==> config.mk <==
export PLATFORM = sky130hd
export DESIGN_NAME = bp_be_issue_queue
export DESIGN_NICKNAME = d
export VERILOG_FILES = /design/src/rtl/bp_be_pkg.sv /design/src/rtl/bp_be_issue_queue_ptr.sv /design/src/rtl/bp_be_issue_queue.sv
export SDC_FILE = /design/constraint.sdc
export NUM_CORES = 1
export LEC_CHECK = 0
export ABC_CLOCK_PERIOD_IN_PS = 16030
export CAP_MARGIN = 20
export CORE_MARGIN = 4
export CORE_UTILIZATION = 45
export DETAILED_ROUTE_END_ITERATION = 12
export PLACE_DENSITY = 0.75
export SYNTH_ARGS = -nofsm -noshare
export SYNTH_HDL_FRONTEND = slang
export SYNTH_HIERARCHICAL = 1
export SYNTH_SLANG_ARGS = --single-unit
export TNS_END_PERCENT = 30
==> constraint.sdc <==
create_clock -name clk_i -period 16.03 [get_ports clk_i]
set_clock_uncertainty 0.15 [all_clocks]
set_input_delay 2.4045 -clock clk_i [delete_from_list [all_inputs] [get_ports clk_i]]
set_output_delay 2.4045 -clock clk_i [all_outputs]
set_load 0.02 [all_outputs]
==> src/rtl/bp_be_pkg.sv <==
// ---------------------------------------------------------------------------
// bp_be_pkg
//   Definitions shared by the backend issue-queue files.
//   - fe_queue_width_gp / bp_fe_queue_s : FE queue packet width and type.
//   - ptr_dist()                       : wrap-aware distance between two
//                                        wrap-bit pointers, masked to the
//                                        pointer width.
// ---------------------------------------------------------------------------
package bp_be_pkg;

    localparam int fe_queue_width_gp = 64;

    typedef logic [fe_queue_width_gp-1:0] bp_fe_queue_s;

    // Pointers carry a wrap bit as MSB, so (a - b) modulo 2^ptr_w is the
    // number of entries from b up to a, even after either pointer rolls over.
    function automatic logic [31:0] ptr_dist(input logic [31:0] a,
                                             input logic [31:0] b,
                                             input int          ptr_w);
        logic [31:0] mask;
        mask = (32'd1 << ptr_w) - 32'd1;
        return (a - b) & mask;
    endfunction

endpackage

==> src/rtl/bp_be_issue_queue_ptr.sv <==
// ---------------------------------------------------------------------------
// bp_be_issue_queue_ptr
//   One wrap-bit pointer register. Each cycle it either loads a new value or
//   advances by a variable amount; the pointer wraps naturally modulo
//   2^ptr_width_p.
//
// Ports:
//   clk_i     in   clock
//   reset_i   in   synchronous active-high reset, clears the pointer
//   add_i     in   amount to advance by (zero-extended to ptr width)
//   load_v_i  in   load load_i instead of advancing
//   load_i    in   value to load
//   ptr_o     out  current pointer value
// ---------------------------------------------------------------------------
module bp_be_issue_queue_ptr #(
    parameter int ptr_width_p = 4,
    parameter int add_width_p = 1
) (
    input  logic                   clk_i,
    input  logic                   reset_i,
    input  logic [add_width_p-1:0] add_i,
    input  logic                   load_v_i,
    input  logic [ptr_width_p-1:0] load_i,
    output logic [ptr_width_p-1:0] ptr_o
);

    logic [ptr_width_p-1:0] add_ext;

    always_comb begin
        add_ext                   = '0;
        add_ext[add_width_p-1:0]  = add_i;
    end

    always_ff @(posedge clk_i) begin
        if (reset_i) begin
            ptr_o <= '0;
        end else if (load_v_i) begin
            ptr_o <= load_i;
        end else begin
            ptr_o <= ptr_o + add_ext;
        end
    end

endmodule

==> src/rtl/bp_be_issue_queue.sv <==
// ---------------------------------------------------------------------------
// bp_be_issue_queue
//   Speculative issue queue between the FE queue output and the backend
//   scheduler. Three wrap-bit pointers are kept:
//     wptr - next slot to write
//     rptr - next entry to issue (speculative)
//     cptr - oldest entry not yet committed
//   Entries stay resident from enqueue until commit, so a roll can rewind
//   rptr back to the committed point and re-issue them.
//
//   Optional feature (macro BP_BE_ISSUE_QUEUE_BYPASS_EN): when the queue has
//   no unissued entry, an incoming packet is presented on iss_* in the same
//   cycle. Without the macro there is no combinational enq_* -> iss_* path.
//
// Ports:
//   clk_i        in   clock
//   reset_i      in   synchronous active-high reset
//   enq_data_i   in   incoming packet
//   enq_v_i      in   enqueue valid
//   enq_ready_o  out  space available (registered state only)
//   iss_data_o   out  packet at rptr (don't-care while iss_v_o=0)
//   iss_v_o      out  an unissued entry exists
//   iss_yumi_i   in   consumer takes the issue entry
//   cmt_cnt_i    in   oldest issued entries committed this cycle
//   roll_i       in   rewind rptr to the committed pointer
//   clr_i        in   drop all uncommitted entries
//   occupancy_o  out  wptr - cptr
//   inflight_o   out  rptr - cptr
//   empty_o      out  occupancy == 0
// ---------------------------------------------------------------------------
module bp_be_issue_queue
    import bp_be_pkg::*;
#(
    parameter  int els_p            = 8,
    parameter  int width_p          = 64,
    parameter  int cmt_width_p      = 2,
    localparam int ptr_width_lp     = $clog2(els_p) + 1,
    localparam int cnt_width_lp     = $clog2(els_p + 1),
    localparam int cmt_cnt_width_lp = $clog2(cmt_width_p + 1)
) (
    input  logic                        clk_i,
    input  logic                        reset_i,
    input  logic [width_p-1:0]          enq_data_i,
    input  logic                        enq_v_i,
    output logic                        enq_ready_o,
    output logic [width_p-1:0]          iss_data_o,
    output logic                        iss_v_o,
    input  logic                        iss_yumi_i,
    input  logic [cmt_cnt_width_lp-1:0] cmt_cnt_i,
    input  logic                        roll_i,
    input  logic                        clr_i,
    output logic [cnt_width_lp-1:0]     occupancy_o,
    output logic [cnt_width_lp-1:0]     inflight_o,
    output logic                        empty_o
);

    localparam int idx_width_lp = ptr_width_lp - 1;

    logic [ptr_width_lp-1:0] wptr, rptr, cptr;
    logic [ptr_width_lp-1:0] cptr_next;
    logic [ptr_width_lp-1:0] cmt_ext;
    logic [idx_width_lp-1:0] widx, ridx;
    logic                    full;
    logic                    ptr_eq;
    logic                    enq_fire;
    logic                    iss_fire;
    logic                    rewind_r;

    logic [width_p-1:0] mem [els_p];

    assign widx = wptr[idx_width_lp-1:0];
    assign ridx = rptr[idx_width_lp-1:0];

    // Occupancy/inflight and the full flag come only from registered
    // pointers, so committed entries free space one cycle later.
    assign occupancy_o = cnt_width_lp'(ptr_dist(32'(wptr), 32'(cptr), ptr_width_lp));
    assign inflight_o  = cnt_width_lp'(ptr_dist(32'(rptr), 32'(cptr), ptr_width_lp));
    assign full        = (occupancy_o == cnt_width_lp'(els_p));
    assign empty_o     = (occupancy_o == '0);
    assign enq_ready_o = ~full;
    assign ptr_eq      = (rptr == wptr);

    // Commit is applied every cycle; clr/roll reload from the post-commit
    // value so entries committed this cycle are never re-issued.
    always_comb begin
        cmt_ext                        = '0;
        cmt_ext[cmt_cnt_width_lp-1:0]  = cmt_cnt_i;
    end
    assign cptr_next = cptr + cmt_ext;

`ifdef BP_BE_ISSUE_QUEUE_BYPASS_EN
    logic bypass_v;

    // Nothing unissued is resident: forward the incoming packet directly.
    // It is still written and wptr still advances, so a later roll can
    // re-present it.
    assign bypass_v   = ptr_eq & enq_v_i & enq_ready_o & ~clr_i;
    assign iss_v_o    = ~ptr_eq | bypass_v;
    assign iss_data_o = bypass_v ? enq_data_i : mem[ridx];
`else
    assign iss_v_o    = ~ptr_eq;
    assign iss_data_o = mem[ridx];
`endif

    // clr drops the same-cycle enqueue; roll lets it proceed.
    assign enq_fire = enq_v_i & enq_ready_o & ~clr_i;
    // clr and roll both overwrite rptr, so a same-cycle yumi has no effect.
    assign iss_fire = iss_yumi_i & iss_v_o & ~clr_i & ~roll_i;
    assign rewind_r = clr_i | roll_i;

    always_ff @(posedge clk_i) begin
        if (enq_fire) begin
            mem[widx] <= enq_data_i;
        end
    end

    bp_be_issue_queue_ptr #(
        .ptr_width_p (ptr_width_lp),
        .add_width_p (1)
    ) wptr_reg (
        .clk_i    (clk_i),
        .reset_i  (reset_i),
        .add_i    (enq_fire),
        .load_v_i (clr_i),
        .load_i   (cptr_next),
        .ptr_o    (wptr)
    );

    bp_be_issue_queue_ptr #(
        .ptr_width_p (ptr_width_lp),
        .add_width_p (1)
    ) rptr_reg (
        .clk_i    (clk_i),
        .reset_i  (reset_i),
        .add_i    (iss_fire),
        .load_v_i (rewind_r),
        .load_i   (cptr_next),
        .ptr_o    (rptr)
    );

    bp_be_issue_queue_ptr #(
        .ptr_width_p (ptr_width_lp),
        .add_width_p (cmt_cnt_width_lp)
    ) cptr_reg (
        .clk_i    (clk_i),
        .reset_i  (reset_i),
        .add_i    (cmt_cnt_i),
        .load_v_i (1'b0),
        .load_i   ('0),
        .ptr_o    (cptr)
    );

    yumi_only_when_valid: assert property (
        @(posedge clk_i) disable iff (reset_i) iss_yumi_i |-> iss_v_o
    );

    commit_within_inflight: assert property (
        @(posedge clk_i) disable iff (reset_i)
        cnt_width_lp'(cmt_cnt_i) <= inflight_o
    );

endmodule

; ---- Word level (Yosys, flattened, before mapping)
; Memory sizes are Yosys's and may differ from the RTL's. A register that Yosys moved wholly into a read port is not among the register bits.
; Index checks and enable logic that the tools add are counted.
; Widths: inputs -> output; s select.
[op_classes]
n_eq_ne = 2
bitwise_logic = 10
addsub = 5
muxes = 5
n_reduce_logical = 1
[ops]
columns = cell, n
row1 = $add 4x1->4, 2
row2 = $mux 4, 2
row3 = $sub 4x4->4, 2
row4 = $and 1x1->1, 5
row5 = $add 4x2->4, 1
row6 = $eq 4x4->1, 1
row7 = $eq 4x4->1 const B, 1
row8 = $logic_not 4->1, 1
row9 = $not 1->1, 4
row10 = $mux 3, 1
row11 = $mux 1, 2
row12 = $or 1x1->1, 1
[totals]
mem_bits_rw = 512
wordCells = 27
inputBits = 72
regBits = 12
output_inout_bits = 75
n_memories = 1
[memory_table]
columns = memory, words, word_bits, read_ports, rd_ports_with_merged_regs, wr, line
row1 = mem, 8, 64, 1, 1, 1, bp_be_issue_queue.sv:69  ; logic [width_p-1:0] mem [els_p];

; ---- Logic depth before layout (Yosys ltp)
; Gate-level depths: netlist of run 1.
[depth]
depth_word = 8
depth_mapped = 12
ltp_nobuf = 12

; ---- Modules after synthesis
; The synthesis of run 1 kept the hierarchy.
[by_module_without_submodules]
columns = mod, instances, seq_area_each_um2, area_per_inst_um2, cells_per_inst
row1 = bp_be_issue_queue, 1, 15374.7, 19708.9, 810
row2 = bp_be_issue_queue_ptr at rptr_reg ..., 2, 80.1, 216.5, 20
row3 = bp_be_issue_queue_ptr at cptr_reg, 1, 80.1, 220.2, 26

; ---- Least setup slack after synthesis of run 1
; OpenSTA, ideal clock, no wires.
[synth_timing]
path_kind = input -> register
start = in clr_i
end = mem mem[0][0] (enable)
required_ps = 15214
path_slack_ps = 5895
cell_stages = 3
t_arrival_ps = 9319
setup_ps = 666
path_cell_list = nand2b_1 nor2_1 nor4b_1
[synth_between]
elab_chain_cells = 4
[synth_rtl]
columns = element, line
row1 = from (decl), bp_be_issue_queue.sv:51  ; input logic clr_i,
row2 = $not 1->1, bp_be_issue_queue.sv:106  ; assign enq_fire = enq_v_i & enq_ready_o & ~clr_i;
row3 = $and 1x1->1, bp_be_issue_queue.sv:106
row4 = $mux 1, bp_be_issue_queue.sv:112  ; if (enq_fire) begin
row5 = $mux 1 (implied by the code), bp_be_issue_queue.sv:113  ; mem[widx] <= enq_data_i;
row6 = to (decl), bp_be_issue_queue.sv:69
; Every way passes these cells.

==> results of run 1 <==
[where the power goes]
group          switching, uW  internal [uW]
registers               26.0           1540
logic                    189            201
clock network            480            688
[layout make-up]
type	instances	area (sq um)	area share
repair buffers	166	1630	0.0673
multi-input cells	298	4500	0.186
flip-flops and latches	524	15600	0.645
clock buffers	68	1380	0.0571
inverters	22	82.6	0.00341
well taps	592	741	0.0306
clock inverters	27	267	0.0110
[critical path, cell delays in order (launching register included)]
cell and delay, ps:
dfxtp_4 910, buf_4 790, mux4_2 600, mux2_2 270
clkdlybuf4s50_1 580
[per-stage QoR]
step / util / power (uW) / cells
after floorplan: - / 1830 / 884
after global placement: 0.507 / 1980 / 1601
after detailed placement: 0.507 / 1990 / 1601
after CTS: 0.544 / 3160 / 1696
after global routing: 0.544 / 3250 / 1697
final: 0.544 / 3120 / 1697
[layout by cell type, fill, tap and decap left out, types with 7 or more instances in the layout]
cell / count
edfxtp_1: 512
clkdlybuf4s50_1: 146
mux4_2: 128
mux2_2: 64
clkbuf_16: 53
inv_1: 21
buf_4: 19
clkbuf_1: 15
nor2_1: 14
ha_1: 14
xnor2_1: 11
clkinv_1: 9
conb_1: 9
dfxtp_1: 9
clkinv_2: 8
a21oi_1: 7
[layer usage]
metal,up-vias,routed length [microns],share of wire
met5,-,22,0.00056
met4,4,491,0.012
met3,32,2250,0.057
met2,202,20200,0.51
met1,4798,16400,0.42
li1,4038,-,-
[flip-flops by register name, summed over array words and instances (netlist names)]
register,count
rptr_reg/ptr_o,4
mem,512
wptr_reg/ptr_o,4
cptr_reg/ptr_o,4
[worst paths after layout]
| check | startpoint | end | slack, ps | depth (start not counted) |
|---|---|---|---|---|
| setup / recovery | rptr_reg/ptr_o[0] | iss_data_o[16] | 9720 | 4 |
| hold / removal | cptr_reg/ptr_o[3] | cptr_reg/ptr_o[3] | 490 | 2 |
| setup reg to reg | wptr_reg/ptr_o[0] | mem[2][19] | 12500 | 9 |
| hold reg to reg | cptr_reg/ptr_o[3] | cptr_reg/ptr_o[3] | 490 | 2 |
[logic make-up after synthesis]
family                   count (synthesis)
AO/OA/AOI/OAI                           16
buffers and inverters                   62
other                                    1
multiplexers                           197
XOR/XNOR                                14
flip-flops                             524
adder cells (fa/ha/maj)                 18
AND/OR/NAND/NOR                         44
==> results.tsv, run 1 <==
stage	metric	value	unit
worst_setup_path	end_kind	output pin	
yosys	synth.area.mux_share	0.179	
sta	timing.hold.ws	490	ps
worst_setup_path	crit_fanout	43	
clock_tree	clkTransAtPathRegs	60	ps
layout	fillers	3375	
yosys	synth.top_cell.area_share	0.755	
detailed_routing	wirelength	39300	microns
global_route	grt_use_total	0.166	
clock_tree	clockBufferDepth	3	
global_route	overflow	0	
yosys	synth_edf_count	512	
floorplan	coreArea	44500	sq um
clock_tree	cts-resized-gates	0	
placement	pre_cts_ws	10040	ps
pwr	power_density	129	nW/um^2
global_route	first_global_vias	9734	
yosys	synth_seq_cells	524	
floorplan	io_pins	147	
outcome	status	finished, final reports clean	
global_route	antenna_found_initial	2	
sta	setup_tns	0	ps
yosys	yosys.cell_count.top_type	edfxtp_1	
yosys	synth_common_cells	edfxtp_1, mux4_2, mux2_2	
layout	fin_area	24200	sq um
clock_tree	cts_num_sinks	524	
yosys	ys_types	38	
floorplan	dieHeight	221	microns
floorplan	die_width	221	microns
placement	placed_area	22500	sq um
hold_path	min_path_type	reg2reg	
detailed_routing	drc	0	
yosys	synth_compound_area_frac	0.00584	
yosys	synth_fa_ha_area_frac	0.0125	
clock_tree	htreeDepth	2	
yosys	synthTopCellsByArea	edfxtp_1, mux4_2, mux2_2, dfxtp_1, ha_1	
yosys	syn_area	20400	sq um
sta	fmax	0.158	GHz
clock_tree	cts_tree	done	
yosys	syn_area_per_cell	23.2	sq um
sta	period_share	0.394	
placement	dp_hpwl	21200	microns
floorplan	fp-row-count	77	
sta	max_slew_margin	0.324	
yosys	yosysTopAreaCell	edfxtp_1	
global_route	use_met2	0.281	
detailed_routing	postRouteAntennaNets	0	
yosys	yosys_warnings	6	
global_route	grt_max_degree	55	
layout	layout.nets	1153	
sta	slew_violations	0	
yosys	yosys.area_share.simple	0.0130	
sta	finalWorstSetupSlack	9720	ps
worst_setup_path	cp-start-kind	register	
placement	gp_congestion	0.738	
yosys	synth_xor_area_frac	0.00602	
sta	worstMarginPinSlew	1010	ps
clock_tree	cts-root-buf	clkbuf_16	
placement	numPortBuffers	146	
global_route	top_usage_layer	met2	
floorplan	start_util	0.457	
detailed_routing	vias_per_cell	5.35	
clock_tree	postCtsHoldBufs	0	
layout	diodes	0	
layout	drive_above_1_share	0.271	
yosys	synthFlopType	edfxtp_1	
worst_setup_path	critical_path_required	13480	ps
clock_tree	post-cts-setup-buffer-count	0	
yosys	synthArstFlopShare	0	
layout	syn_to_final_growth	19.0	%
sta	rsz0062_at_grt	false	
yosys	synth_top_family_by_area	multiplexers	
sta	setup-violations-final	0	
detailed_routing	drt_first_iter_violations	614	
yosys	ys_seq_area_frac	0.767	
global_route	grtUsageMet3	0.0419	
sta	finalHoldViolCount	0	
detailed_routing	drtPass1Iterations	4	
detailed_routing	vias	9074	
floorplan	die_area	48700	sq um
flow_run	cap_viol_max_count	0	
clock_tree	clock_latency	570	ps
worst_setup_path	cp_data_arrival_time	3760	ps
pwr	leakage	0.00762	uW
global_route	grt_use_met1	0.219	
sta	fin_crit	6310	ps
pwr	ir_drop	0.110	mV
yosys	syn_inst	876	
worst_setup_path	critPathKind	reg2out	
clock_tree	cts_made_buffers	51	
global_route	grt_pass1_wl	60000	microns
detailed_routing	routedWlPerCell	23.1	microns
Note: power is estimated with default switching activity, not from simulation.
==> inputs of run 2 (changes only) <==
--- a/config.mk
+++ b/config.mk
@@ -5,7 +5,7 @@
 export SDC_FILE = /design/constraint.sdc
 export NUM_CORES = 1
 export LEC_CHECK = 0
-export ABC_CLOCK_PERIOD_IN_PS = 16030
+export ABC_CLOCK_PERIOD_IN_PS = 6000
 export CAP_MARGIN = 20
 export CORE_MARGIN = 4
 export CORE_UTILIZATION = 45
==> constraint.sdc (replaced) <==
create_clock -name clk_i -period 6 [get_ports clk_i]
set_clock_uncertainty 0.15 [all_clocks]
set_input_delay 0.9 -clock clk_i [delete_from_list [all_inputs] [get_ports clk_i]]
set_output_delay 0.9 -clock clk_i [all_outputs]
set_load 0.02 [all_outputs]
==> results.tsv, run 2 (synthesis gave the netlist of run 1 again) <==
stage	metric	value	unit	change
sta	rsz0062_at_grt	false		unchanged
outcome	status	finished, final reports clean		unchanged
sta	setup-violations-final	0		unchanged
floorplan	dieHeight	221	microns	unchanged
clock_tree	cts-resized-gates	0		unchanged
pwr	p_switching	1830	uW	was 695 uW
placement	numPortBuffers	146		unchanged
floorplan	fp-row-count	77		unchanged
detailed_routing	routedWlPerCell	23.2	microns	was 23.1 microns
hold_path	min_path_type	reg2reg		unchanged
placement	placed_area	22600	sq um	was 22500 sq um
clock_tree	htreeDepth	2		unchanged
worst_setup_path	r2r_slack	2690	ps	was 12500 ps
worst_setup_path	crit_start	wptr_reg/ptr_o[1]		was rptr_reg/ptr_o[0]
layout	stdcell_count	1682		was 1697
clock_tree	post-cts-setup-buffer-count	0		unchanged
clock_tree	clkTransAtPathRegs	60	ps	about the same
global_route	grt_max_degree	81		was 55
sta	fmax	0.229	GHz	
layout	diodes	0		unchanged
clock_tree	cts_made_buffers	51		unchanged
layout	top_register	mem		unchanged
layout	largest_reg_flops	512		unchanged
clock_tree	clockBufferDepth	3		unchanged
floorplan	start_util	0.457		unchanged
global_route	antenna_found_initial	3		was 2
detailed_routing	wirelength	39100	microns	was 39300 microns
placement	dp_hpwl	20300	microns	was 21200 microns
sta	fin_crit	4360	ps	
layout	fin_area	24200	sq um	about the same
worst_setup_path	critical_path_required	4950	ps	was 13480 ps
pwr	power_frac_clock	0.373		was 0.374
global_route	grt_use_total	0.164		was 0.166
floorplan	coreArea	44500	sq um	unchanged
pwr	power_density	344	nW/um^2	was 129 nW/um^2
worst_setup_path	critPathKind	reg2out		unchanged
worst_setup_path	cp-start-kind	register		unchanged
clock_tree	postCtsHoldBufs	0		unchanged
pwr	seqPwrFrac	0.502		was 0.501
pwr	p_comb_frac	0.125		about the same
worst_setup_path	reg2regPathDepth	8		was 9
layout	drive_above_1_share	0.265		was 0.271
pwr	intPower	6510	uW	was 2430 uW
sta	slew_violations	0		unchanged
pwr	finalPower	8340	uW	was 3120 uW
global_route	grt_pass1_wl	59600	microns	was 60000 microns
global_route	overflow	0		unchanged
pwr	swShare	0.220		was 0.223
placement	gp_congestion	0.770		was 0.738
layout	layout.nets	1148		was 1153
floorplan	io_pins	147		unchanged
worst_setup_path	cp_data_arrival_time	3310	ps	was 3760 ps
detailed_routing	vias	9102		was 9074
detailed_routing	drt_first_iter_violations	780		was 614
worst_setup_path	end_kind	output pin		unchanged
sta	timing.hold.ws	468	ps	was 490 ps
layout	layout_common_cells	edfxtp_1, clkdlybuf4s50_1, mux4_2, mux2_2, clkbuf_16		unchanged
layout	syn_to_final_growth	19.1	%	was 19.0%
worst_setup_path	r2r_end	wptr_reg/ptr_o[2]		was mem[2][19]
floorplan	die_area	48700	sq um	unchanged
hold_path	hp-start	cptr_reg/ptr_o[3]		unchanged
detailed_routing	drc	0		unchanged
sta	worstMarginPinSlew	1000	ps	was 1010 ps
clock_tree	cts_tree	done		unchanged
worst_setup_path	crit_fanout	14		was 43
detailed_routing	drtPass1Iterations	5		was 4
placement	placed_cells	1597		was 1601
clock_tree	clock_latency	560	ps	was 570 ps
clock_tree	cts-root-buf	clkbuf_16		unchanged
global_route	first_global_vias	9820		was 9734
detailed_routing	vias_per_cell	5.41		was 5.35
detailed_routing	postRouteAntennaNets	0		unchanged
floorplan	die_width	221	microns	unchanged
layout	layout_commonest_cell	edfxtp_1		unchanged
pwr	leakage	0.00760	uW	was 0.00762 uW
pwr	ir_drop	0.185	mV	was 0.110 mV
sta	finalHoldViolCount	0		unchanged
flow_run	cap_viol_max_count	0		unchanged
clock_tree	cts_num_sinks	524		unchanged
worst_setup_path	cp-endpoint	enq_ready_o		was iss_data_o[16]
sta	max_slew_margin	0.330		was 0.324
worst_setup_path	reg2reg_from	wptr_reg/ptr_o[1]		was wptr_reg/ptr_o[0]
sta	period_share	0.726		
run 2: how the worst min path moves through the flow:
| stage | depth (start not counted) | slack, ps | endpoint |
|---|---|---|---|
| floorplan | 2 | 390 | cptr_reg/ptr_o[3] |
| global placement | 2 | 440 | cptr_reg/ptr_o[3] |
| detailed placement | 2 | 460 | cptr_reg/ptr_o[3] |
| CTS | 2 | 470 | cptr_reg/ptr_o[3] |
| global route | 2 | 530 | cptr_reg/ptr_o[3] |
| finish | 2 | 470 | cptr_reg/ptr_o[3] |
run 2: through the flow:
step	worst slack, ps	util	setup TNS [ps]
after floorplan	-3100	-	-877580
after global placement	2270	0.508	0
after detailed placement	2180	0.508	0
after CTS	1580	0.545	0
after global routing	1480	0.545	0
final	1640	0.545	0
run 2: cell type report:
type	count	area, sq um
repair buffers	161	1690
clock buffers	64	1370
clock inverters	21	248
multi-input cells	298	4500
fillers	3333	20300
inverters	22	82.6
well taps	592	741
flip-flops and latches	524	15600
run 2: metal layers:
layer  wire [microns]  GRT usage  vias up
met2            20100      0.279      198
met5               40          0        -
li1                 -          -     4015
met4              857     0.0478        6
met3             2010     0.0347       67
met1            16000      0.216     4816
run 2: power by group through the flow:
stage,registers (uW),logic (uW),clock network [uW]
after floorplan,4220,672,0
after global placement,4260,1050,0
after detailed placement,4270,1060,0
after CTS,4190,1070,3180
after global routing,4190,1120,3350
final,4180,1050,3110
run 2: critical path, stage by stage, from the launching register on:
cell             delay [ps]
dfxtp_1                 710
fa_1                    510
or3_1                   430
nor3_4                  470
inv_2                    70
clkdlybuf4s50_1         550
